`config.mk`:
```
export PLATFORM = sky130hd
export DESIGN_NAME = keypad_matrix_scanner
export DESIGN_NICKNAME = d
export VERILOG_FILES = /design/src/rtl/keypad_pkg.sv /design/src/rtl/keypad_evt_fifo.sv /design/src/rtl/keypad_matrix_scanner.sv
export SDC_FILE = /design/constraint.sdc
export NUM_CORES = 1
export LEC_CHECK = 0
export ABC_AREA = 1
export CORE_ASPECT_RATIO = 1.4
export CORE_UTILIZATION = 62
export DETAILED_ROUTE_END_ITERATION = 10
export GPL_ROUTABILITY_DRIVEN = 0
export GPL_TIMING_DRIVEN = 0
export PLACE_DENSITY = 0.84
export SLEW_MARGIN = 40
export SYNTH_ARGS = -nofsm -noshare
export SYNTH_HDL_FRONTEND = slang
export SYNTH_SLANG_ARGS = --single-unit
export TNS_END_PERCENT = 1
```
`constraint.sdc`:
```
create_clock -name clk -period 3.4 [get_ports clk]
set_input_delay 0.68 -clock clk [delete_from_list [all_inputs] [get_ports clk]]
set_output_delay 0.68 -clock clk [all_outputs]
set_load 0.02 [all_outputs]
```
`src/rtl/keypad_pkg.sv`:
```
// rtl/keypad_pkg.sv - shared state and event types for the keypad matrix scanner
package keypad_pkg;

  typedef enum logic [1:0] {SCAN, DEBOUNCE, HELD, REL_DEB} scan_state_t;

  localparam int DEFAULT_KEY_W = 4;

  // Default-width event for a 4x4 pad; the top builds its own for other sizes.
  typedef struct packed {
    logic                     is_repeat;
    logic [DEFAULT_KEY_W-1:0] code;
  } key_evt_t;

  function automatic int imax(input int a, input int b);
    return (a > b) ? a : b;
  endfunction

endpackage

```
`src/rtl/keypad_evt_fifo.sv`:
```
// rtl/keypad_evt_fifo.sv - synchronous key-event FIFO with wrap-bit full/empty
module keypad_evt_fifo
  import keypad_pkg::*;
#(
  parameter type entry_t = key_evt_t,
  parameter int  DEPTH   = 4
) (
  input  logic   clk,
  input  logic   rst,
  input  logic   push,
  input  entry_t push_data,
  input  logic   pop,
  output entry_t head,
  output logic   full,
  output logic   empty
);
  localparam int AW = $clog2(DEPTH);
  localparam logic [AW:0] PTR_ONE = {{AW{1'b0}}, 1'b1};

  entry_t      mem [DEPTH];
  logic [AW:0] wptr;
  logic [AW:0] rptr;
  logic        do_push;
  logic        do_pop;

  assign empty   = (wptr == rptr);
  assign full    = (wptr[AW] != rptr[AW]) && (wptr[AW-1:0] == rptr[AW-1:0]);
  assign do_pop  = pop && !empty;
  // A full FIFO still takes a write when the head leaves in the same cycle.
  assign do_push = push && (!full || do_pop);
  assign head    = mem[rptr[AW-1:0]];

  always_ff @(posedge clk) begin
    if (!rst) begin
      wptr <= '0;
      rptr <= '0;
      for (int i = 0; i < DEPTH; i++) mem[i] <= '0;
    end else begin
      if (do_push) begin
        mem[wptr[AW-1:0]] <= push_data;
        wptr              <= wptr + PTR_ONE;
      end
      if (do_pop) rptr <= rptr + PTR_ONE;
    end
  end

endmodule

```
`src/rtl/keypad_matrix_scanner.sv`:
```
// rtl/keypad_matrix_scanner.sv - row-strobed keypad scanner with debounce, typematic repeat and event FIFO
module keypad_matrix_scanner
  import keypad_pkg::*;
#(
  parameter int  ROWS            = 4,
  parameter int  COLS            = 4,
  parameter int  SCAN_CYCLES     = 4,
  parameter int  DEBOUNCE_CYCLES = 100,
  parameter int  REPEAT_DELAY    = 0,
  parameter int  REPEAT_RATE     = 1,
  parameter int  FIFO_DEPTH      = 4,
  localparam int KEY_W           = $clog2(ROWS * COLS)
) (
  input  logic             clk,
  input  logic             rst,
  input  logic [COLS-1:0]  col_matriz,
  output logic [ROWS-1:0]  lin_matriz,
  output logic [KEY_W-1:0] tecla_value,
  output logic             tecla_repeat,
  output logic             tecla_valid,
  input  logic             tecla_ready,
  output logic             tecla_held,
  output logic             overflow
);
  localparam int ROW_W   = $clog2(ROWS);
  localparam int COL_W   = $clog2(COLS);
  localparam int SCAN_W  = $clog2(SCAN_CYCLES + 1);
  localparam int DEB_W   = $clog2(DEBOUNCE_CYCLES + 1);
  localparam int REP_MAX = imax(REPEAT_DELAY, REPEAT_RATE);
  localparam int REP_W   = $clog2(REP_MAX + 1);

  localparam logic [SCAN_W-1:0] SCAN_LAST = SCAN_W'(SCAN_CYCLES - 1);
  localparam logic [DEB_W-1:0]  DEB_LAST  = DEB_W'(DEBOUNCE_CYCLES - 1);
  localparam logic [DEB_W-1:0]  DEB_ONE   = DEB_W'(1);
  localparam logic [SCAN_W-1:0] SCAN_ONE  = SCAN_W'(1);
  localparam logic [REP_W-1:0]  REP_SAT   = REP_W'(REP_MAX);
  localparam logic [REP_W-1:0]  REP_ONE   = REP_W'(1);
  localparam logic [REP_W-1:0]  DELAY_V   = REP_W'(REPEAT_DELAY);
  localparam logic [REP_W-1:0]  RATE_V    = REP_W'(REPEAT_RATE);
  localparam logic [ROW_W-1:0]  ROW_LAST  = ROW_W'(ROWS - 1);
  localparam logic [ROW_W-1:0]  ROW_ONE   = ROW_W'(1);

  typedef struct packed {
    logic             is_repeat;
    logic [KEY_W-1:0] code;
  } evt_t;

  scan_state_t       state;
  logic [ROW_W-1:0]  row_q;
  logic [ROW_W-1:0]  row_next;
  logic [COL_W-1:0]  col_q;
  logic [COL_W-1:0]  first_col;
  logic [SCAN_W-1:0] scan_cnt;
  logic [DEB_W-1:0]  deb_cnt;
  logic [REP_W-1:0]  rep_cnt;
  logic [REP_W-1:0]  rep_inc;
  logic              rep_phase;
  logic              rep_due;
  logic [COLS-1:0]   col_meta;
  logic [COLS-1:0]   col_s;
  logic              any_low;
  logic              key_up;
  logic              evt_push;
  logic              evt_rpt;
  logic              fifo_full;
  logic              fifo_empty;
  evt_t              evt_in;
  evt_t              evt_head;

  always_ff @(posedge clk) begin
    if (!rst) begin
      col_meta <= '1;
      col_s    <= '1;
    end else begin
      col_meta <= col_matriz;
      col_s    <= col_meta;
    end
  end

  // Lowest-index low column wins when several keys share the strobed row.
  always_comb begin
    first_col = '0;
    for (int i = COLS - 1; i >= 0; i--) begin
      if (!col_s[i]) first_col = COL_W'(i);
    end
  end

  assign any_low  = ~&col_s;
  assign key_up   = col_s[col_q];
  assign row_next = (row_q == ROW_LAST) ? '0 : row_q + ROW_ONE;
  assign rep_inc  = (rep_cnt == REP_SAT) ? rep_cnt : rep_cnt + REP_ONE;
  assign rep_due  = (REPEAT_DELAY != 0) &&
                    (rep_phase ? (rep_cnt >= RATE_V) : (rep_cnt >= DELAY_V));

  always_comb begin
    evt_push = 1'b0;
    evt_rpt  = 1'b0;
    case (state)
      DEBOUNCE: evt_push = !key_up && (deb_cnt == DEB_LAST);
      HELD: begin
        evt_push = !key_up && rep_due;
        evt_rpt  = 1'b1;
      end
      default: ;
    endcase
  end

  assign evt_in.is_repeat = evt_rpt;
  assign evt_in.code      = KEY_W'(row_q) * KEY_W'(COLS) + KEY_W'(col_q);

  // rep_cnt holds cycles since the last press or repeat push; it keeps running through REL_DEB.
  always_ff @(posedge clk) begin
    if (!rst) begin
      state     <= SCAN;
      row_q     <= '0;
      col_q     <= '0;
      scan_cnt  <= '0;
      deb_cnt   <= '0;
      rep_cnt   <= '0;
      rep_phase <= 1'b0;
    end else begin
      case (state)
        SCAN: begin
          if (scan_cnt == SCAN_LAST) begin
            scan_cnt <= '0;
            if (any_low) begin
              col_q   <= first_col;
              deb_cnt <= '0;
              state   <= DEBOUNCE;
            end else begin
              row_q <= row_next;
            end
          end else begin
            scan_cnt <= scan_cnt + SCAN_ONE;
          end
        end
        DEBOUNCE: begin
          if (key_up) begin
            row_q <= row_next;
            state <= SCAN;
          end else if (deb_cnt == DEB_LAST) begin
            rep_cnt   <= REP_ONE;
            rep_phase <= 1'b0;
            state     <= HELD;
          end else begin
            deb_cnt <= deb_cnt + DEB_ONE;
          end
        end
        HELD: begin
          if (evt_push) begin
            rep_cnt   <= REP_ONE;
            rep_phase <= 1'b1;
          end else begin
            rep_cnt <= rep_inc;
          end
          if (key_up) begin
            deb_cnt <= '0;
            state   <= REL_DEB;
          end
        end
        default: begin
          rep_cnt <= rep_inc;
          if (!key_up) begin
            state <= HELD;
          end else if (deb_cnt == DEB_LAST) begin
            row_q <= row_next;
            state <= SCAN;
          end else begin
            deb_cnt <= deb_cnt + DEB_ONE;
          end
        end
      endcase
    end
  end

  always_ff @(posedge clk) begin
    if (!rst) overflow <= 1'b0;
    else if (evt_push && fifo_full && !(tecla_ready && !fifo_empty)) overflow <= 1'b1;
  end

  keypad_evt_fifo #(
    .entry_t (evt_t),
    .DEPTH   (FIFO_DEPTH)
  ) u_fifo (
    .clk       (clk),
    .rst       (rst),
    .push      (evt_push),
    .push_data (evt_in),
    .pop       (tecla_ready),
    .head      (evt_head),
    .full      (fifo_full),
    .empty     (fifo_empty)
  );

  assign lin_matriz   = ~(ROWS'(1) << row_q);
  assign tecla_value  = evt_head.code;
  assign tecla_repeat = evt_head.is_repeat;
  assign tecla_valid  = !fifo_empty;
  assign tecla_held   = (state == HELD) || (state == REL_DEB);

endmodule

```
==> metrics.md, run 1 <==
| Metric | Value |
|---|---|
| Minimum clock period after layout | 2.66 ns |
| Clock Pin Slew Worst Setup and Hold Paths | 0.09 ns |
| Finished Layout Cells | 375 |
| Die area | 4490 um2 |
| Worst Hold Class | reg2reg |
| Clock Latency Late Sink | 0.30 ns |
| DRC | 4 |
| Synth unique cells | 30 |
| Die Wd | 56.9 um |
| Post-route cell area | 2940 um2 |
| Nets | 350 |
| Worst slew margin | 0.633 |
| Number of antenna diodes | 0 |
| Critical path class | reg2out |
| Cell Area, Synth | 2620 um2 |
| Final setup viols | 0 |
| Final hold violations | 0 |
| Root buf cell | clkbuf_8 |
| Number of flops mapped to enable cells by yosys | 20 |
| Synth Register Bits | 53 |
| Hpwl dp | 3670 um |
| TritonCTS buffer count | 5 |
| Total negative slack | 0 ns |
| PwrDens | 457 nW/um2 |
| Vias/cell | 5.32 |
| Drt wl/cell | 12.5 um |
| Crit path max fanout | 6 |
| Post-synthesis sequential area ratio | 0.482 |
| Maxcap violations | 0 |
| Vias in the first global route | 2,083 |
| Layout Skew | 0.0107 ns |
| Placed cell areas | 2860 um2 |
| Main flop type after synthesis | dfxtp_1 |
| Failing checks | DRC |
| Antenna viol nets, final | 0 |
| Drt total wl | 4680 um |
| Worst-Margin Slew | 0.547 ns |
| Pleak | 0.00121 uW |
| Clock sinks | 53 |
| FP Rows | 27 |
| Maximum vdd drop | 382 uV |
| Post-CTS Hold Buffers | 0 |
| Initial core utilization | 0.657 |
| Tot Pwr | 1340 uW |
| Largest net degree at the start of global routing | 16 |
| Post-Syn Area per Cell | 8.56 um2 |
| TritonRoute pass-1 iters | 7 |
| Slew Viols, Final | 0 |
| Area of the core | 3990 um2 |
| Vias post-DR | 1,996 |
| RSZ-0062 raised after global routing | no |
| GR Util All Layers | 0.242 |
| DP Cell Count | 367 |
| Initial antenna violation count | 0 |
| Setup bufs post-CTS | 0 |
| Period utilisation layout | 0.783 |
| Fraction of registers with async set/reset | 0 |
| Drt first-iter violations | 72 |
| Clock Tree Buf Depth | 2 |
| Worst Path Required | 2.72 ns |
| Critical Path AT | 1.98 ns |
| Layout Area Growth over Synthesis | 12.4% |
| Global-route wire length before repair | 8420 um |
| Status | complete, but fails checks |
| Setup crit end kind | output pin |
| Remaining global-route overflow | 0 |
| Post-Syn Nets | 325 |
| Mapped Cells | 306 |
| CTS tree | yes |
| Fmax | 376 MHz |
| Synth warn | 0 |
| Startpoint types | register |
| Port Buf Inserts | 18 |
| Post-CTS sizing | 0 |
| Fraction of layout cells with a size suffix above 1 | 0.0994 |
| Die height | 78.9 um |
| I/O pin total | 19 |
| CTS HTree Levels | 2 |
[kinds of logic (layout without fill, tap and decap cells)]
kind of cell / count (synthesis) / after routing / share of synthesized area
adders and majority gates: 12 / 12 / 0.0573
buffers and inverters: 37 / 63 / 0.0530
DFF: 53 / 53 / 0.482
AOI/OAI and AO/OA: 45 / 45 / 0.0970
xor gates and xnor gates: 7 / 7 / 0.0234
and+or+nand+nor: 152 / 152 / 0.288
[per-layer routing]
metal  routed length [um]  global-route usage  part of all wire
met1                 1800               0.237              0.39
met3                  116              0.0489             0.025
met4                  125               0.115             0.027
met2                 2630               0.469              0.56
met5                    0                   0                 0
[report_power, final]
part / internal (uW) / total [uW] / switching (uW)
Clock: 149 / 340 / 191
Sequential: 692 / 716 / 24.8
Combinational: 110 / 288 / 178
[layout make-up]
cell class / instances / area [um2]
multi-input combinational: 216 / 1220
sequential: 53 / 1260
timing repair buffer: 18 / 180
fill: 310 / 1040
inverter: 33 / 124
clock inverter: 1 / 7.51
buffer: 4 / 15.0
tap: 43 / 53.8
clock buffer: 7 / 77.6
[cell usage after synthesis (all sizes together) (5+ instances only)]
| cell type | instances | area (um2) |
|---|---|---|
| dfxtp | 33 | 661 |
| ha | 12 | 150 |
| edfxtp | 20 | 601 |
| or2 | 10 | 62.6 |
| nor2 | 66 | 288 |
| a21oi | 16 | 91.3 |
| nand2 | 53 | 229 |
| o22ai | 5 | 31.3 |
| inv | 32 | 120 |
| o21ai | 19 | 95.1 |
| nand3 | 16 | 128 |
[stage by stage]
stage	util	setup slack (ns)	hold WS, ns
finish	0.738	0.739	0.417
global route	0.738	0.642	0.434
CTS	0.738	0.741	0.418
detailed placement	0.717	0.950	0.397
global placement	0.716	0.847	0.394
floorplan	-	1.50	0.393
[state kept, by name (all words and copies together), names as in the netlist, named ones only]
| register | cells |
|---|---|
| u_fifo.wptr | 3 |
| col_s | 4 |
| deb_cnt | 7 |
| col_q | 2 |
| u_fifo.rptr | 3 |
| u_fifo.mem | 20 |
| scan_cnt | 3 |
| state | 1 |
| overflow | 1 |
| row_q | 2 |
| col_meta | 4 |
[critical path, cell delays in order, from the launching register on]
cell	delay [ns]
dfxtp_1	0.44
inv_1	0.13
ha_1	0.26
or2_2	0.32
clkdlybuf4s50_1	0.54
[placed cells by master, fill, tap and decap left out]
cell type	instances
nor2_1	63
nand2_1	49
dfxtp_1	33
inv_1	30
edfxtp_1	20
clkdlybuf4s50_1	18
o21ai_0	17
a21oi_1	15
ha_1	12
nand3_1	11
or2_2	9
clkbuf_1	5
o22ai_1	5
clkbuf_8	5
xor2_1	4
nand2_4	4
xnor2_1	3
nand3_4	3
nor3_1	3
a211oi_1	3
nand4_1	3
inv_2	2
nand3_2	2
nor2_8	2
o21ai_1	2
or2_0	1
nand4_2	1
o31ai_2	1
clkinv_1	1
a21oi_4	1
nor2_4	1
a31oi_1	1
clkbuf_2	1
clkinvlp_4	1
[final timing paths]
| check | to | depth (start not counted) | slack [ns] | from |
|---|---|---|---|---|
| setup / recovery | tecla_held | 4 | 0.74 | state[0]$_SDFFE_PN0P_ |
| hold / removal | col_s[3]$_SDFF_PN1_ | 1 | 0.42 | col_meta[3]$_SDFF_PN1_ |
| setup reg to reg | deb_cnt[1]$_SDFFE_PN0P_ | 9 | 1.39 | state[0]$_SDFFE_PN0P_ |
| hold reg to reg | col_s[3]$_SDFF_PN1_ | 1 | 0.42 | col_meta[3]$_SDFF_PN1_ |
No activity file was read; power rests on OpenSTA's default activity.
==> run 2, diff against run 1 <==
- CORE_UTILIZATION: 62 -> 52
- PLACE_DENSITY: 0.84 -> 0.75
- clock period: 3.4 -> 2.2 ns (I/O delays scaled with it)
==> metrics.md, run 2 (synthesized netlist as in run 1, its figures left out) <==
| Metric | Value |
|---|---|
| Vias in the first global route | 1,975 |
| Drt first-iter violations | 44 |
| Reg-to-reg setup timing slack | 0.18 ns |
| Worst-Margin Slew | 0.519 ns |
| Biggest register | u_fifo.mem |
| Clock Pin Slew Worst Setup and Hold Paths | 0.09 ns |
| Largest net degree at the start of global routing | 18 |
| Final Util | 0.625 |
| Vias/cell | 5.07 |
| Largest registers | u_fifo.mem: 20 flops, deb_cnt: 7 flops |
| Nets | 350 |
| Post-route cell area | 3030 um2 |
| Drt total wl | 4880 um |
| Critical Path AT | 1.67 ns |
| Tot Pwr | 2320 uW |
| Layout Area Growth over Synthesis | 15.5% |
| RSZ-0062 raised after global routing | no |
| Layout Skew | 0.0105 ns |
| Worst Min Path Start | col_meta[0]$_SDFF_PN1_ |
| Antenna viol nets, final | 0 |
| RR Startpoint | deb_cnt[0]$_SDFFE_PN0P_ |
| Critical path class | reg2out |
| Most frequent cells in the layout | 63 x nor2_1, 49 x nand2_1, 32 x dfxtp_1 |
| Pleak | 0.00128 uW |
| CTS tree | yes |
| CP startpoint | state[0]$_SDFFE_PN0P_ |
| Initial antenna violation count | 0 |
| Worst Hold Class | reg2reg |
| GR Util All Layers | 0.206 |
| WP buf/inv | 2 |
| R2r endpoint | u_fifo.mem[0][4]$_SDFFCE_PN0P_ |
| Vias post-DR | 2,009 |
| PwrDens | 768 nW/um2 |
| Final setup viols | 0 |
| Clock Latency Late Sink | 0.31 ns |
| CP peak stage delay | 0.39 ns |
| Hold depth | 1 |
| Number of antenna diodes | 0 |
| Clock sinks | 53 |
| Global-route wire length before repair | 8260 um |
| Worst Path Required | 1.76 ns |
| TritonRoute pass-1 iters | 4 |
| Port Buf Inserts | 18 |
| Initial core utilization | 0.541 |
| DRC | 0 |
| Status | finished, final reports clean |
| CTS HTree Levels | 2 |
| Setup crit end kind | output pin |
| Die height | 86.0 um |
| Die area | 5330 um2 |
| FP Rows | 30 |
| Max reg flops | 20 |
| Slew Viols, Final | 0 |
| Critical-path top delay cell | dfxtp_4 |
| Critical path's top delay family | buffers and inverters |
| Fraction of layout cells with a size suffix above 1 | 0.108 |
| Hold Path Sink | col_s[0]$_SDFF_PN1_ |
| Die Wd | 62.0 um |
| Drt wl/cell | 12.3 um |
| Maximum vdd drop | 520 uV |
| I/O pin total | 19 |
| Placed cell areas | 2880 um2 |
| Worst slew margin | 0.652 |
| Final hold violations | 0 |
| Crit path max fanout | 6 |
| Minimum clock period after layout | 2.11 ns |
| Cell breakdown of the critical path | inv_1, ha_1, or2_2, dlygate4sd2_1 |
| Hpwl dp | 3600 um |
| Startpoint types | register |
| Root buf cell | clkbuf_8 |
| Commonest non-fill, non-tap cell in the layout | nor2_1 |
| Fmax | 474 MHz |
| Maxcap violations | 0 |
| Remaining global-route overflow | 0 |
| R2R depth | 7 |
| Clock Tree Buf Depth | 2 |
| Final hold slack | 0.419 ns |
| TritonCTS buffer count | 5 |
| Critical Path Stages | 4 |
| Period utilisation layout | 0.958 |
| Area of the core | 4840 um2 |
[run 2: cell count changes in the layout (fill, tap and decap cells not counted), sizes merged]
cell,previous run,this run
clkbuf,11,9
clkinvlp,1,0
bufinv,0,2
inv,32,33
dlymetal6s2s,0,3
clkdlybuf4s50,18,8
dlygate4sd2,0,7
[run 2: cell type report]
| class | count | area, um2 |
|---|---|---|
| inverter | 33 | 124 |
| tap | 64 | 80.1 |
| timing repair buffer | 18 | 179 |
| buffer | 4 | 16.3 |
| clock inverter | 3 | 68.8 |
| multi-input combinational | 216 | 1220 |
| fill | 409 | 1820 |
| clock buffer | 5 | 68.8 |
| sequential | 53 | 1260 |
[run 2: timing repair]
action,CTS,global route
gates resized for setup,10,4
endpoints found under the setup margin,12,4
hold buffers,0,0
buffers inserted,0,0
[run 2: metal layers]
metal | vias up | share of wire | GRT usage
met5 | - | 0 | 0
met2 | 35 | 0.53 | 0.373
met1 | 924 | 0.41 | 0.221
li1 | 1042 | - | -
met3 | 8 | 0.032 | 0.0377
met4 | 0 | 0.022 | 0.0889
[run 2: worst max-delay path by stage]
stage / endpoint / slack, ns
after floorplan: u_fifo.mem[3][0]$_DFFE_PP_ / 0.30
after global placement: u_fifo.mem[3][3]$_DFFE_PP_ / -0.08
after detailed placement: u_fifo.mem[3][3]$_DFFE_PP_ / -0.12
after CTS: lin_matriz[0] / 0.02
after global routing: u_fifo.mem[0][4]$_SDFFCE_PN0P_ / 0.01
final: tecla_held / 0.09
[run 2: power by group]
part / switching (uW) / internal [uW]
registers: 39.8 / 1070
logic: 271 / 153
clock network: 333 / 458
total: 644 / 1680
[run 2: worst reg2reg max path, stage by stage, from the launching register on]
cell	delay [ns]
dfxtp_1	0.39
ha_1	0.28
nand4_2	0.25
nor2_8	0.19
nand2_4	0.09
nor2_8	0.17
nand3_4	0.12
nand2_1	0.24
[run 2: stage by stage]
| stage | std cells | setup WS (ns) | setup TNS [ns] |
|---|---|---|---|
| 6_report | 396 | 0.0924 | 0 |
| 3_5_place_dp | 388 | -0.119 | -0.971 |
| 4_1_cts | 396 | 0.0240 | 0 |
| 5_1_grt | 396 | 0.0142 | 0 |
| 2_1_floorplan | 306 | 0.298 | 0 |
| 3_3_place_gp | 388 | -0.0758 | -0.496 |
==> run 3, diff against run 2 <==
- CAP_MARGIN: not set -> 20
==> results of run 3 <==
Same layout as run 2: the final DEF is identical, and so are final timing and power.
